**src/rtl/frequency_generator.sv**
```systemverilog
// Programmable square-wave source: converts a requested frequency into a
// half-period count with a sequential divider and retimes updates to period boundaries.
module frequency_generator #(
   parameter int CLK_FREQ = 100_000_000,
   parameter int WIDTH    = 32
) (
   input  logic             Clk,
   input  logic             Rst_n,
   input  logic             Enable,
   input  logic [WIDTH-1:0] Freq_Set,
   input  logic             Set_Valid,
   output logic             Set_Ready,
   output logic             Err,
   output logic [WIDTH-1:0] Freq_Active,
   output logic             Fxout
);

   localparam int BW = $clog2(WIDTH + 1);
   localparam logic [WIDTH-1:0] DVD_INIT = WIDTH'(CLK_FREQ);
   localparam logic [WIDTH-1:0] ONE      = WIDTH'(1);
   localparam logic [BW-1:0]    LAST_BIT = BW'(WIDTH - 1);

   typedef enum logic [1:0] {IDLE, DIVIDE, PENDING} state_t;

   state_t           state_q;
   logic [WIDTH-1:0] fset_q, dvd_q, quo_q, h_q, pc_q, fact_q;
   logic [WIDTH:0]   rem_q;
   logic [BW-1:0]    bit_q;
   logic             fx_q, live_q, rdy_q, err_q;

   // Restoring division step: divisor is 2*Freq_Set, so the remainder needs WIDTH+1 bits.
   logic [WIDTH+1:0] trial, divisor, diff;
   logic             ge;
   logic [WIDTH:0]   rem_d;
   logic [WIDTH-1:0] quo_d;
   logic             pc_last;

   always_comb begin
      trial   = {rem_q, dvd_q[WIDTH-1]};
      divisor = {1'b0, fset_q, 1'b0};
      diff    = trial - divisor;
      ge      = (trial >= divisor);
      rem_d   = ge ? diff[WIDTH:0] : trial[WIDTH:0];
      quo_d   = {quo_q[WIDTH-2:0], ge};
      pc_last = (pc_q == h_q - ONE);
   end

   always_ff @(posedge Clk or negedge Rst_n) begin
      if (!Rst_n) begin
         state_q <= IDLE;
         fset_q  <= '0;
         dvd_q   <= '0;
         quo_q   <= '0;
         rem_q   <= '0;
         bit_q   <= '0;
         h_q     <= '0;
         pc_q    <= '0;
         fact_q  <= '0;
         fx_q    <= 1'b0;
         live_q  <= 1'b0;
         rdy_q   <= 1'b1;
         err_q   <= 1'b0;
      end else begin
         err_q <= 1'b0;

         // live_q marks an output already in its cycle; a fresh start rises immediately.
         if (!Enable) begin
            fx_q   <= 1'b0;
            pc_q   <= '0;
            live_q <= 1'b0;
         end else if (h_q != '0) begin
            if (!live_q) begin
               fx_q   <= 1'b1;
               pc_q   <= '0;
               live_q <= 1'b1;
            end else if (pc_last) begin
               fx_q <= ~fx_q;
               pc_q <= '0;
            end else begin
               pc_q <= pc_q + ONE;
            end
         end

         case (state_q)
            IDLE: begin
               if (Set_Valid) begin
                  fset_q  <= Freq_Set;
                  dvd_q   <= DVD_INIT;
                  rem_q   <= '0;
                  quo_q   <= '0;
                  bit_q   <= LAST_BIT;
                  rdy_q   <= 1'b0;
                  state_q <= DIVIDE;
               end
            end
            DIVIDE: begin
               rem_q <= rem_d;
               quo_q <= quo_d;
               dvd_q <= {dvd_q[WIDTH-2:0], 1'b0};
               bit_q <= bit_q - BW'(1);
               if (bit_q == '0) begin
                  if (fset_q == '0) begin
                     fx_q    <= 1'b0;
                     pc_q    <= '0;
                     h_q     <= '0;
                     fact_q  <= '0;
                     live_q  <= 1'b0;
                     rdy_q   <= 1'b1;
                     state_q <= IDLE;
                  end else if (quo_d == '0) begin
                     err_q   <= 1'b1;
                     rdy_q   <= 1'b1;
                     state_q <= IDLE;
                  end else begin
                     state_q <= PENDING;
                  end
               end
            end
            PENDING: begin
               if (h_q == '0 || !Enable) begin
                  h_q     <= quo_q;
                  fact_q  <= fset_q;
                  pc_q    <= '0;
                  live_q  <= 1'b0;
                  rdy_q   <= 1'b1;
                  state_q <= IDLE;
               end else if (live_q && !fx_q && pc_last) begin
                  // Swap on the low->high edge so the new high phase is full length.
                  fx_q    <= 1'b1;
                  h_q     <= quo_q;
                  fact_q  <= fset_q;
                  pc_q    <= '0;
                  rdy_q   <= 1'b1;
                  state_q <= IDLE;
               end
            end
            default: state_q <= IDLE;
         endcase
      end
   end

   assign Set_Ready   = rdy_q;
   assign Err         = err_q;
   assign Freq_Active = fact_q;
   assign Fxout       = fx_q;

endmodule

```
**config.mk**
```make
export PLATFORM = sky130hd
export DESIGN_NAME = frequency_generator
export DESIGN_NICKNAME = d
export VERILOG_FILES = /design/src/rtl/frequency_generator.sv
export SDC_FILE = /design/constraint.sdc
export NUM_CORES = 1
export LEC_CHECK = 0
export CAP_MARGIN = 20
export CORE_MARGIN = 2
export CORE_UTILIZATION = 65
export CTS_CLUSTER_DIAMETER = 50
export DETAILED_ROUTE_END_ITERATION = 7
export PLACE_DENSITY = 0.86
export RECOVER_POWER = 100
export SLEW_MARGIN = 20
export SYNTH_ARGS = -nofsm -noshare
export SYNTH_HDL_FRONTEND = slang
export SYNTH_SLANG_ARGS = --single-unit
```
**constraint.sdc**
```tcl
create_clock -name Clk -period 7.76 [get_ports Clk]
set_clock_uncertainty 0.15 [all_clocks]
set_input_delay 2.328 -clock Clk [delete_from_list [all_inputs] [get_ports Clk]]
set_output_delay 2.328 -clock Clk [all_outputs]
set_load 0.05 [all_outputs]
```
; ---- Yosys cells after proc, flatten, opt, wreduce, memory -nomap -nowiden
; Cells that the tools add are included.
[op_classes]
n_mux = 59
n_mul = 0
reduce_logical = 19
n_eq_ne = 8
div = 0
order_cmp = 1
bitwise_logic = 1
add_sub_neg = 4
n_shift = 0
[ops]
columns = cell, n
row1 = 32-bit 2-to-1 mux, 16
row2 = 32-bit case mux with 2 select lines, 5
row3 = 32-bit logical NOT, 3
row4 = 33-bit 2-to-1 mux, 2
row5 = 33-bit case mux with 2 select lines, 1
row6 = 34-bit by 33-bit greater-or-equal comparator with 1-bit output, 1
row7 = 33-bit subtractor, 1
row8 = "32-bit by 1-bit adder with 32-bit output, second input constant", 1
row9 = 32-bit equality test, 1
row10 = 32-bit nonzero test, 1
row11 = "32-bit by 1-bit subtractor with 32-bit output, second input constant", 1
row12 = 1-bit 2-to-1 mux, 23
row13 = 2-bit 2-to-1 mux, 6
row14 = 6-bit case mux with 2 select lines, 1
row15 = 6-bit logical NOT, 1
row16 = 6-bit 2-to-1 mux, 1
row17 = "2-bit inequality test, second input constant", 3
row18 = "3-bit inequality test, second input constant", 2
row19 = 2-bit case mux with 3 select lines, 1
row20 = "6-bit by 1-bit subtractor with 6-bit output, second input constant", 1
row21 = 5-bit AND reduction, 1
row22 = 1-bit case mux with 2 select lines, 2
row23 = 2-bit AND reduction, 2
row24 = 4-bit AND reduction, 1
row25 = other kinds (11), 14
[word_totals]
inputBits = 36
memories = 0
reg_bits = 237
romBits = 0
ram_bits = 0
latch_bits = 0
wordCells = 105

; ---- Depth between registers and ports, before layout
; Gate-level depths: netlist (run 1).
[depth]
word_depth = 9
ltp_mapped = 14
depth_no_buf = 12

; ---- Least setup slack after synthesis (run 1)
; No wires, ideal clock.
[synth_path]
kind = input port to flip-flop
startpoint = input port Set_Valid
endpoint = register bit_q[5]
required_time_ps = 7477
path_stages = 6
setup_slack_ps = 4004
arrival_time_ps = 3473
setup_time_ps = 133
cell_sequence = nand2_1 -> o21a_1 -> or4_1 -> nor3_1 -> xnor2_1 -> a31oi_1
[synth_between]
elab_chain_cells = 2
[synth_lines]
columns = item, line
row1 = from (decl), 11  ; input logic Set_Valid,
row2 = 2-bit inequality test (no source line), --
row3 = 2-bit AND reduction (no source line), --
row4 = to (signal assigned), 100  ; bit_q <= bit_q - BW'(1);
row5 = to (decl), 28  ; logic [BW-1:0] bit_q;
; Every way passes these cells.
; A chain may end at the register's enable or synchronous reset.

; ---- Final worst setup path (run 1)
[layout_path]
startpoint = input port Set_Valid
endpoint = register rem_q[32]
[layout_between]
elab_chain_cells = 2
[layout_lines]
columns = item, line
row1 = 2-bit inequality test (no source line), --
row2 = 2-bit AND reduction (no source line), --
row3 = to (signal assigned), 97  ; rem_q <= rem_d;
row4 = to (decl), 27  ; logic [WIDTH:0] rem_q;
; Every way passes these cells.

==> results of run 1 <==
## registers in the layout, indices dropped and copies added (netlist names)
name         flops
rem_q           33
Freq_Active     32
fset_q          32
h_q             32
pc_q            32
quo_q           32
dvd_q           24
bit_q            6
state_q          2
Err              1
Fxout            1
Set_Ready        1
live_q           1
## through the flow
stage / area [sq um] / setup slack [ps] / cells / hold WS [ps] / total power, W
after floorplan: 12400 / 4000 / 1209 / 304 / 0.00356
final: 13900 / 1710 / 1500 / 340 / 0.00531
after detailed placement: 13100 / 2890 / 1455 / 328 / 0.00409
after global routing: 13900 / 1360 / 1500 / 350 / 0.00564
after CTS: 14000 / 2970 / 1500 / 339 / 0.00531
after global placement: 13100 / 2960 / 1455 / 321 / 0.00402
## cell type report
cell class	count	area (sq um)	share of cell area, %
multi-input cells	860	6100	43.8
flip-flops and latches	229	5730	41.2
repair buffers	80	763	5.48
clock buffers	34	722	5.19
well taps	234	293	2.10
inverters	52	195	1.40
clock inverters	11	115	0.827
## power by group through the flow
stage	clock network [W]	logic, W	registers (W)
2_1_floorplan	0	0.00184	0.00173
3_3_place_gp	0	0.00230	0.00172
3_5_place_dp	0	0.00236	0.00173
4_1_cts	0.00120	0.00239	0.00172
5_1_grt	0.00126	0.00263	0.00176
6_report	0.00119	0.00239	0.00172
## placed cells by master, fill, tap and decap left out, types with 26 or more instances in the layout
cell / n
sky130_fd_sc_hd__clkbuf_16: 27
sky130_fd_sc_hd__xor2_1: 40
sky130_fd_sc_hd__ha_1: 39
sky130_fd_sc_hd__nor4_1: 33
sky130_fd_sc_hd__xnor2_1: 58
sky130_fd_sc_hd__a21oi_1: 41
sky130_fd_sc_hd__o21ai_0: 60
sky130_fd_sc_hd__dlygate4sd3_1: 36
sky130_fd_sc_hd__a22o_1: 108
sky130_fd_sc_hd__clkdlybuf4s50_1: 33
sky130_fd_sc_hd__nand4_1: 29
sky130_fd_sc_hd__dfrtp_1: 228
sky130_fd_sc_hd__nor2_1: 85
sky130_fd_sc_hd__inv_1: 52
sky130_fd_sc_hd__nand3_1: 26
sky130_fd_sc_hd__nand2_1: 70
sky130_fd_sc_hd__mux2_2: 32
## worst reg2reg max path: stages, from the launching register on
cell	delay, ps
sky130_fd_sc_hd__dfrtp_1	470
sky130_fd_sc_hd__or4_1	660
sky130_fd_sc_hd__nor4_1	640
sky130_fd_sc_hd__and4_1	280
sky130_fd_sc_hd__a2111oi_0	80
sky130_fd_sc_hd__o211ai_1	240
sky130_fd_sc_hd__nor4_1	80
sky130_fd_sc_hd__a21oi_1	390
sky130_fd_sc_hd__or2_2	190
sky130_fd_sc_hd__clkbuf_1	2080
sky130_fd_sc_hd__a22o_1	440
## path summary, 6_finish.rpt
kind	to	slack [ps]	startpoint	cells past startpoint
hold / removal	dvd_q[26]$_DFFE_PN0P_	340	dvd_q[26]$_DFFE_PN0P_	1
setup / recovery	rem_q[32]$_DFFE_PN0P_	1710	Set_Valid	6
hold reg to reg	dvd_q[26]$_DFFE_PN0P_	340	dvd_q[26]$_DFFE_PN0P_	1
max in group asynchronous	quo_q[11]$_DFFE_PN0P_	4480	Rst_n	2
min in group asynchronous	pc_q[4]$_DFF_PN0_	1670	Rst_n	1
setup reg to reg	h_q[0]$_DFFE_PN0P_	1970	h_q[22]$_DFFE_PN0P_	10
## logic make-up after synthesis
| family | after synthesis | share of synthesized area (%) |
|---|---|---|
| compound gates | 316 | 18.6 |
| xor+xnor | 98 | 6.92 |
| fa+ha+maj | 40 | 4.10 |
| buf+inv | 120 | 4.60 |
| flops | 229 | 46.2 |
| mux | 50 | 4.38 |
| simple gates | 356 | 15.2 |
## layer usage
metal  wire length, um  GRT usage [%]  share of wire (%)  up-vias
li1                  -              -                  -     4553
met1             12600           39.5                 43     4782
met2             14300           49.1                 49      270
met3              1390           4.10                4.7       75
met4              1110           11.4                3.8        0
met5                 0              0                  0        -
==> summary.txt, run 1 <==
Run status
  • Run status: finished, violations left
  • Failing checks: capacitance limit, slew limit

Synth
  • Number of warning messages in the yosys log: 0
  • Most common library cells after synthesis: sky130_fd_sc_hd__dfrtp_1 (228), sky130_fd_sc_hd__a22o_1 (108), sky130_fd_sc_hd__nor2_1 (87)
  • Sequential area share after synthesis: 46.2%
  • Cell count after synthesis: 1209
  • Top-count cell post-synth: sky130_fd_sc_hd__dfrtp_1
  • Synth top area cells: sky130_fd_sc_hd__dfrtp_1 (46%), sky130_fd_sc_hd__a22o_1 (7.6%), sky130_fd_sc_hd__xnor2_1 (4.1%), sky130_fd_sc_hd__ha_1 (3.9%), sky130_fd_sc_hd__mux2_2 (2.9%)
  • Share of flip-flops with an asynchronous set or reset: 100%
  • Synth unique cells: 72
  • Most used DFF post-synth: sky130_fd_sc_hd__dfrtp_1
  • Top-area cell type share of the netlist area: 46.0%
  • Cell type contributing the most total cell area after synthesis: sky130_fd_sc_hd__dfrtp_1
  • Post-Synthesis Mean Instance Area: 10.3 sq um
  • Syn nets: 1285
  • Netlist Area Pre-Place: 12400 sq um
  • Count of flip-flops with a built-in enable after synthesis: 0
  • Number of register bits inferred by synthesis: 229

STA
  • Final number of max-transition violations: 239
  • Tcrit/Tclk final: 77.9%
  • Post-layout minimum cycle time: 6050 ps
  • Final Hold Vio Count: 0
  • Setup TNS: 0 ps
  • Max-slew headroom at the worst pin: -96.9%
  • Final setup vio count: 0
  • Least-Margin Pin Slew: 2950 ps
  • Setup repair after global routing missed its margin: no
  • Highest clock rate: 165 MHz

Critical path
  • Required time at the endpoint of the critical path: 8040 ps
  • Slowest-stage cell, CP: sky130_fd_sc_hd__clkbuf_1
  • Endpoint type of the worst setup path: flip-flop
  • Data arrival, critical path: 6320 ps
  • Element type at the critical path start: input pin
  • Kind of cell with the highest combined delay on the critical path: buffers and inverters
  • Number of buffer and inverter instances along the worst setup path: 2
  • Cell breakdown of the critical path: dlygate4sd3_1, nor2b_1, nor2_4, clkbuf_1, nand2_1, o21ai_0
  • Delay contributed by the slowest stage of the critical path: 1860 ps
  • Highest fanout seen on the critical path: 58
  • WS Path Type: input pin to flip-flop

Clock network
  • Clock sink count: 229
  • Clock slew at reported path FFs: 50 ps
  • Number of buffers on the longest clock path: 3
  • H-Tree Depth: 1
  • Clock tree from TritonCTS: built
  • Root buf cell: sky130_fd_sc_hd__clkbuf_16
  • Clock buffers created by TritonCTS: 27
  • Post-cts resize count: 0
  • CTS hold repair buffers: 0
  • Clk Latency, worst-skew pair: 540 ps
  • Post CTS Setup Buffer Count: 0

Pwr
  • Power density relative to cell area: 381 nW/um^2
  • Switch Pwr: 0.00219 W
  • Pint: 0.00312 W
  • Combinational cell fraction of total power: 45.0%
  • Proportion of power drawn by flip-flops and latches: 32.5%
  • Clock power frac: 22.5%
  • Switching share of power: 41.2%
  • Leakage dissipation: 6.29 nW
  • Max rail drop VDD: 0.289 mV

Drt
  • Post-DRT Antenna Nets: 0
  • Iteration-0 DRC count of the detailed router: 680
  • Drt wl/cell: 19.6 um
  • DRC violation count after routing: 0
  • Via count: 9680
  • Count of TritonRoute iterations in the first routing pass: 5
  • Vias per cell: 6.45
  • DRT Wirelength: 29400 um

Final layout
  • Net total in the final layout: 1326
  • Fraction of layout instances using a drive strength above 1: 7.58%
  • Post-Route Utilization: 74.4%
  • Number of fill cells in the layout: 1286
  • Layout area overhead: 12.3%
  • Ant diodes: 0

Die
  • # rows: 50
  • Die boundary width: 142 um
  • Effective utilization at floorplan: 66.3%
  • Area of the die: 20200 sq um
  • Core area: 18700 sq um
  • Vertical extent of the die: 142 um
  • Number of placed I/O pins: 71

Global routing
  • Maximum number of pins on one net before global-route repair: 100
  • Total congestion overflow: 0
  • Number of antenna violations at the first check in global routing: 0
  • Global Route Usage Sum: 29.5%
  • Global-route wire length before repair: 48100 um
  • Number of global-route vias before repair: 9420

Placement
  • Buffers added on ports: 70
  • DPL Wire Length: 20200 um
  • RePlAce Congestion: 0.948

Run
  • Max Cap Viol: 4

Worst hold path
  • Class of the tightest hold or removal check: flip-flop to flip-flop
Note: power is estimated with default switching activity, not from simulation.
==> run 2: changes to the inputs <==
--- a/config.mk
+++ b/config.mk
@@ -7,10 +7,10 @@
 export LEC_CHECK = 0
 export CAP_MARGIN = 20
 export CORE_MARGIN = 2
-export CORE_UTILIZATION = 65
+export CORE_UTILIZATION = 60
 export CTS_CLUSTER_DIAMETER = 50
 export DETAILED_ROUTE_END_ITERATION = 7
-export PLACE_DENSITY = 0.86
+export PLACE_DENSITY = 0.8
 export RECOVER_POWER = 100
 export SLEW_MARGIN = 20
 export SYNTH_ARGS = -nofsm -noshare
==> constraint.sdc (replaced) <==
create_clock -name Clk -period 6 [get_ports Clk]
set_clock_uncertainty 0.15 [all_clocks]
set_input_delay 1.8 -clock Clk [delete_from_list [all_inputs] [get_ports Clk]]
set_output_delay 1.8 -clock Clk [all_outputs]
set_load 0.05 [all_outputs]
==> summary.txt, run 2 (same netlist as run 1, synthesis figures left out) <==
Clock network
  • Clk Latency, worst-skew pair: 530 ps (about the same)
  • CTS hold repair buffers: 0 (unchanged)
  • Root buf cell: sky130_fd_sc_hd__clkbuf_16
  • Clock buffers created by TritonCTS: 27 (unchanged)
  • Clock sink count: 229 (unchanged)
  • Number of buffers on the longest clock path: 3 (unchanged)
  • Clock tree from TritonCTS: built
  • Clock slew at reported path FFs: 60 ps (about the same)
  • H-Tree Depth: 1 (unchanged)
  • Post-cts resize count: 0 (unchanged)
  • Post CTS Setup Buffer Count: 0 (unchanged)

Critical path
  • Element type at the critical path start: input pin
  • Origin of the critical flop-to-flop path: h_q[19]$_DFFE_PN0P_
  • Crit path launch: Set_Valid
  • Data arrival, critical path: 5190 ps (-1130 ps)
  • Endpoint type of the worst setup path: flip-flop
  • Required time at the endpoint of the critical path: 6320 ps (-1720 ps)
  • Worst flop-to-flop path endpoint: Freq_Active[12]$_DFFE_PN0P_
  • Highest fanout seen on the critical path: 40 (-31%)
  • Critical path capture point: rem_q[30]$_DFFE_PN0P_
  • Reg2Reg Setup Slack: 1190 ps (-780 ps)
  • WS Path Type: input pin to flip-flop
  • Worst r2r path cells: 10 (unchanged)

Global routing
  • Met3 capacity usage during global routing: 3.64% (-0.46 points)
  • Total congestion overflow: 0 (unchanged)
  • Global Route met2 Usage: 44.3% (-4.8 points)
  • Number of antenna violations at the first check in global routing: 0 (unchanged)
  • Met1 usage: 36.9% (-2.6 points)
  • Global Route Usage Sum: 27.0% (-2.5 points)
  • Global-route wire length before repair: 48400 um (+0.52%)
  • Maximum number of pins on one net before global-route repair: 143 (+43%)
  • Global route hottest layer: met2
  • Number of global-route vias before repair: 9575 (+1.6%)

STA
  • Setup TNS: 0 ps (unchanged)
  • Final number of max-transition violations: 100 (-58%)
  • Post-layout minimum cycle time: 4870 ps
  • Hold slack: 339 ps (-1.59 ps)
  • Final setup vio count: 0 (unchanged)
  • Max-slew headroom at the worst pin: -26.2% (+71 points)
  • Final Hold Vio Count: 0 (unchanged)
  • Least-Margin Pin Slew: 1890 ps (-1060 ps)
  • Highest clock rate: 205 MHz
  • Tcrit/Tclk final: 81.2%
  • Setup repair after global routing missed its margin: no

Drt
  • Drt wl/cell: 18.9 um (-3.7%)
  • DRT Wirelength: 29200 um (-0.84%)
  • Post-DRT Antenna Nets: 0 (unchanged)
  • Via count: 9682 (+0.021%)
  • Count of TritonRoute iterations in the first routing pass: 5 (unchanged)
  • DRC violation count after routing: 0 (unchanged)
  • Vias per cell: 6.27 (-2.9%)
  • Iteration-0 DRC count of the detailed router: 788 (+16%)

Run
  • Max Cap Viol: 4 (unchanged)

Die
  • Area of the die: 21800 sq um (+8.1%)
  • Vertical extent of the die: 148 um (+4.0%)
  • Number of placed I/O pins: 71 (unchanged)
  • Effective utilization at floorplan: 61.3% (-5.0 points)
  • Core area: 20200 sq um (+8.2%)
  • # rows: 52 (+4.0%)
  • Die boundary width: 148 um (+4.0%)

Pwr
  • Max rail drop VDD: 0.318 mV (+9.9%)
  • Leakage dissipation: 6.34 nW (+0.74%)
  • Power density relative to cell area: 493 nW/um^2 (+29%)

Final layout
  • Biggest register: rem_q
  • Fraction of layout instances using a drive strength above 1: 7.76% (+0.18 points)
  • Final design instance area without fill: 14000 sq um (+0.87%)
  • Most common library cell in the layout ignoring fill and taps: sky130_fd_sc_hd__dfrtp_1
  • Number of standard cells in the layout, taps in and fillers out: 1545 (+3.0%)
  • Layout area overhead: 13.2%
  • Net total in the final layout: 1332 (+0.45%)
  • Post-Route Utilization: 69.4% (-5.0 points)
  • Number of fill cells in the layout: 1522 (+18%)
  • Flip-flop count of the largest register after layout: 33 (unchanged)
  • Most used cells in the layout excluding fill and tap cells: sky130_fd_sc_hd__dfrtp_1 (228), sky130_fd_sc_hd__a22o_1 (108), sky130_fd_sc_hd__nor2_1 (86)
  • Ant diodes: 0 (unchanged)

Placement
  • DPL Wire Length: 20400 um (+1.3%)
  • RePlAce Congestion: 0.956 (+0.86%)
  • Area post-placement: 13200 sq um (+0.63%)
  • Buffers added on ports: 70 (unchanged)
  • Number of instances in the placed design: 1496 (+2.8%)

Worst hold path
  • Class of the tightest hold or removal check: flip-flop to flip-flop
  • Cell depth of the worst hold path: 1 (unchanged)

Run status
  • Run status: finished, violations left
  • Failing checks: capacitance limit, slew limit
run 2: area by class of cell:
class | instances | area [sq um] | share of cell area, %
well taps | 270 | 338 | 2.41
clock buffers | 33 | 708 | 5.04
flip-flops and latches | 229 | 5730 | 40.8
inverters | 52 | 195 | 1.39
multi-input cells | 860 | 6090 | 43.4
clock inverters | 15 | 173 | 1.23
repair buffers | 86 | 807 | 5.75
run 2: power breakdown:
part / switching, W / leakage [nW] / internal [W] / total, W
sequential: 0.000339 / 3.00 / 0.00188 / 0.00222
clock: 0.000661 / 0.429 / 0.000941 / 0.00160
combinational: 0.00184 / 2.92 / 0.00126 / 0.00310
total: 0.00284 / 6.34 / 0.00409 / 0.00692
run 2: worst min-delay path by stage:
stage	from	end
4_1_cts	dvd_q[26]$_DFFE_PN0P_	dvd_q[26]$_DFFE_PN0P_
3_3_place_gp	dvd_q[18]$_DFFE_PN0P_	dvd_q[18]$_DFFE_PN0P_
5_1_grt	quo_q[31]$_DFFE_PN0P_	quo_q[31]$_DFFE_PN0P_
6_report	dvd_q[26]$_DFFE_PN0P_	dvd_q[26]$_DFFE_PN0P_
2_1_floorplan	live_q$_DFF_PN0_	Fxout$_DFF_PN0_
3_5_place_dp	dvd_q[26]$_DFFE_PN0P_	dvd_q[26]$_DFFE_PN0P_
run 2: critical path, stage by stage:
cell and delay, ps:
sky130_fd_sc_hd__dlygate4sd3_1 600, sky130_fd_sc_hd__nand2_1 90, sky130_fd_sc_hd__buf_4 430, sky130_fd_sc_hd__o21a_1 1100
sky130_fd_sc_hd__clkbuf_2 840, sky130_fd_sc_hd__a32o_1 210, sky130_fd_sc_hd__a31o_2 100
run 2: metal layers:
layer / up-vias / wire length [um]
met1: 4778 / 12900
met3: 69 / 1340
met5: - / 0
met4: 0 / 1020
li1: 4558 / -
met2: 277 / 13900
run 2: per-stage QoR:
step / total power, W / setup slack (ps)
finish: 0.00692 / 1130
CTS: 0.00695 / 1580
detailed placement: 0.00532 / 1460
global placement: 0.00523 / 1490
global route: 0.00737 / 868
floorplan: 0.00461 / 2500
==> run 3: changes to the inputs <==
--- a/config.mk
+++ b/config.mk
@@ -7,10 +7,10 @@
 export LEC_CHECK = 0
 export CAP_MARGIN = 20
 export CORE_MARGIN = 2
-export CORE_UTILIZATION = 60
+export CORE_UTILIZATION = 55
 export CTS_CLUSTER_DIAMETER = 50
 export DETAILED_ROUTE_END_ITERATION = 7
-export PLACE_DENSITY = 0.8
+export PLACE_DENSITY = 0.77
 export RECOVER_POWER = 100
 export SLEW_MARGIN = 20
 export SYNTH_ARGS = -nofsm -noshare
==> constraint.sdc (replaced) <==
create_clock -name Clk -period 4.1 [get_ports Clk]
set_clock_uncertainty 0.15 [all_clocks]
set_input_delay 1.23 -clock Clk [delete_from_list [all_inputs] [get_ports Clk]]
set_output_delay 1.23 -clock Clk [all_outputs]
set_load 0.05 [all_outputs]
==> summary.txt, run 3 (same netlist as run 1, synthesis figures left out) <==
Run status
  • Run status: finished, violations left
  • Failing checks: capacitance limit, slew limit

STA
  • Post-layout minimum cycle time: 3960 ps
  • Tcrit/Tclk final: 96.5%
  • Final WS setup: 144 ps (-985 ps)
  • Final number of max-transition violations: 118 (+18%)
  • Max-slew headroom at the worst pin: -27.2% (-1.0 points)
  • Highest clock rate: 253 MHz
  • Least-Margin Pin Slew: 1910 ps (+15.0 ps)
  • Final setup vio count: 0 (unchanged)
  • Final Hold Vio Count: 0 (unchanged)

Pwr
  • Power density relative to cell area: 740 nW/um^2 (+50%)
  • Max rail drop VDD: 0.533 mV (+68%)
  • Leakage dissipation: 6.53 nW (+2.9%)

Final layout
  • Net total in the final layout: 1351 (+1.4%)
  • Number of standard cells in the layout, taps in and fillers out: 1578 (+2.1%)
  • Fraction of layout instances using a drive strength above 1: 10.6% (+2.8 points)
  • Most used cells in the layout excluding fill and tap cells: sky130_fd_sc_hd__dfrtp_1 (228), sky130_fd_sc_hd__a22o_1 (108), sky130_fd_sc_hd__nor2_1 (86)
  • Biggest register: rem_q
  • Layout area overhead: 16.1%
  • Most common library cell in the layout ignoring fill and taps: sky130_fd_sc_hd__dfrtp_1
  • Flip-flop count of the largest register after layout: 33 (unchanged)
  • Ant diodes: 0 (unchanged)

Die
  • # rows: 54 (+3.8%)
  • Area of the die: 23800 sq um (+8.8%)
  • Number of placed I/O pins: 71 (unchanged)
  • Effective utilization at floorplan: 56.5% (-4.8 points)
  • Core area: 22000 sq um (+8.5%)
  • Die boundary width: 154 um (+4.3%)
  • Vertical extent of the die: 154 um (+4.3%)

Drt
  • DRT Wirelength: 29800 um (+2.3%)
  • Iteration-0 DRC count of the detailed router: 638 (-19%)
  • Via count: 9640 (-0.43%)
  • Post-DRT Antenna Nets: 0 (unchanged)
  • Vias per cell: 6.11 (-2.5%)
  • Count of TritonRoute iterations in the first routing pass: 5 (unchanged)
  • Drt wl/cell: 18.9 um (+0.15%)
  • DRC violation count after routing: 0 (unchanged)

Critical path
  • Cell breakdown of the critical path: dlygate4sd3_1, nor2b_1, nor2_1, clkbuf_2, and3_1, mux2i_1, o211ai_1
  • Required time at the endpoint of the critical path: 4410 ps (-1910 ps)
  • Kind of cell with the highest combined delay on the critical path: buffers and inverters
  • Endpoint type of the worst setup path: flip-flop
  • WS Path Type: input pin to flip-flop
  • Slowest-stage cell, CP: sky130_fd_sc_hd__nor2_1
  • Highest fanout seen on the critical path: 47 (+18%)
  • Data arrival, critical path: 4260 ps (-930 ps)
  • Number of buffer and inverter instances along the worst setup path: 2 (-1)
  • Element type at the critical path start: input pin
  • Delay contributed by the slowest stage of the critical path: 910 ps (-190 ps)

Clock network
  • Root buf cell: sky130_fd_sc_hd__clkbuf_16
  • H-Tree Depth: 1 (unchanged)
  • Clock slew at reported path FFs: 60 ps (about the same)
  • Clock sink count: 229 (unchanged)
  • Number of buffers on the longest clock path: 3 (unchanged)
  • Clock buffers created by TritonCTS: 29 (+7.4%)
  • Clock tree from TritonCTS: built
  • Clk Latency, worst-skew pair: 540 ps (about the same)

Run
  • Max Cap Viol: 2 (-2)

Global routing
  • Global-route wire length before repair: 49900 um (+3.2%)
  • Number of antenna violations at the first check in global routing: 0 (unchanged)
  • Total congestion overflow: 0 (unchanged)
  • Global Route Usage Sum: 25.8% (-1.3 points)
  • Maximum number of pins on one net before global-route repair: 80 (-44%)
  • Number of global-route vias before repair: 9597 (+0.23%)

Placement
  • RePlAce Congestion: 0.912 (-4.6%)
  • DPL Wire Length: 21300 um (+4.3%)
  • Buffers added on ports: 70 (unchanged)
  • Setup slack at placement: 236 ps (-1220 ps)
  • Number of instances in the placed design: 1523 (+1.8%)

Worst hold path
  • Class of the tightest hold or removal check: flip-flop to flip-flop
-- run 3: changes by cell type in the layout (fill, tap and decap cells not counted), moves of 2 or more --
cell	delta
sky130_fd_sc_hd__buf_4	+16
sky130_fd_sc_hd__clkbuf_1	-9
sky130_fd_sc_hd__inv_6	+6
sky130_fd_sc_hd__clkbuf_2	+3
sky130_fd_sc_hd__clkbuf_8	+3
sky130_fd_sc_hd__buf_12	+2
sky130_fd_sc_hd__bufinv_16	+2
sky130_fd_sc_hd__clkbuf_16	+2
sky130_fd_sc_hd__clkinv_2	-2
sky130_fd_sc_hd__clkinv_4	+2
sky130_fd_sc_hd__nor3b_1	-2
sky130_fd_sc_hd__nor3b_2	+2
-- run 3: per-stage QoR --
step	total power [W]	area (sq um)	util, %	TNS [ps]	hold slack, ps
final	0.0107	14400	65.5	0	337
after global placement	0.00785	13400	61.0	0	321
after global routing	0.0114	14400	65.5	-5.44	359
after CTS	0.0107	14400	65.8	0	342
after detailed placement	0.00795	13400	61.0	0	332
after floorplan	0.00675	12400	-	0	304
-- run 3: path summary, 6_finish.rpt --
check	start	to	slack (ps)	cells past startpoint
setup / recovery	Set_Valid	rem_q[19]$_DFFE_PN0P_	140	7
hold / removal	live_q$_DFF_PN0_	Fxout$_DFF_PN0_	340	1
setup reg to reg	h_q[0]$_DFFE_PN0P_	h_q[4]$_DFFE_PN0P_	220	13
hold reg to reg	live_q$_DFF_PN0_	Fxout$_DFF_PN0_	340	1
max in group asynchronous	Rst_n	quo_q[30]$_DFFE_PN0P_	880	2
min in group asynchronous	Rst_n	Freq_Active[31]$_DFFE_PN0P_	1030	1
-- run 3: repair_timing --
item | 4_1_cts | 5_1_grt
setup buffers | 0 | 1
gates resized for setup | 0 | 2
hold buffers | 0 | 0
endpoints found under the setup margin | 0 | 56
-- run 3: per-layer routing --
layer  up-vias  wire length (um)  global-route usage (%)
li1       4585                 -                       -
met1      4735             13500                    35.9
met2       244             13900                    41.0
met3        76              1350                    4.14
met4         0              1140                    9.57
met5         -                 0                       0
-- run 3: layout make-up --
type | count | area [sq um]
tap | 280 | 350
inverter | 52 | 195
clock inverter | 21 | 274
multi-input combinational | 860 | 6110
clock buffer | 33 | 781
sequential | 229 | 5730
timing repair buffer | 103 | 947
fill | 1736 | 7570
-- run 3: power by group --
part	switching, W	internal [W]	leakage (nW)
registers	0.000490	0.00276	3.00
clock network	0.00105	0.00166	0.519
logic	0.00272	0.00197	3.01
total	0.00426	0.00639	6.53
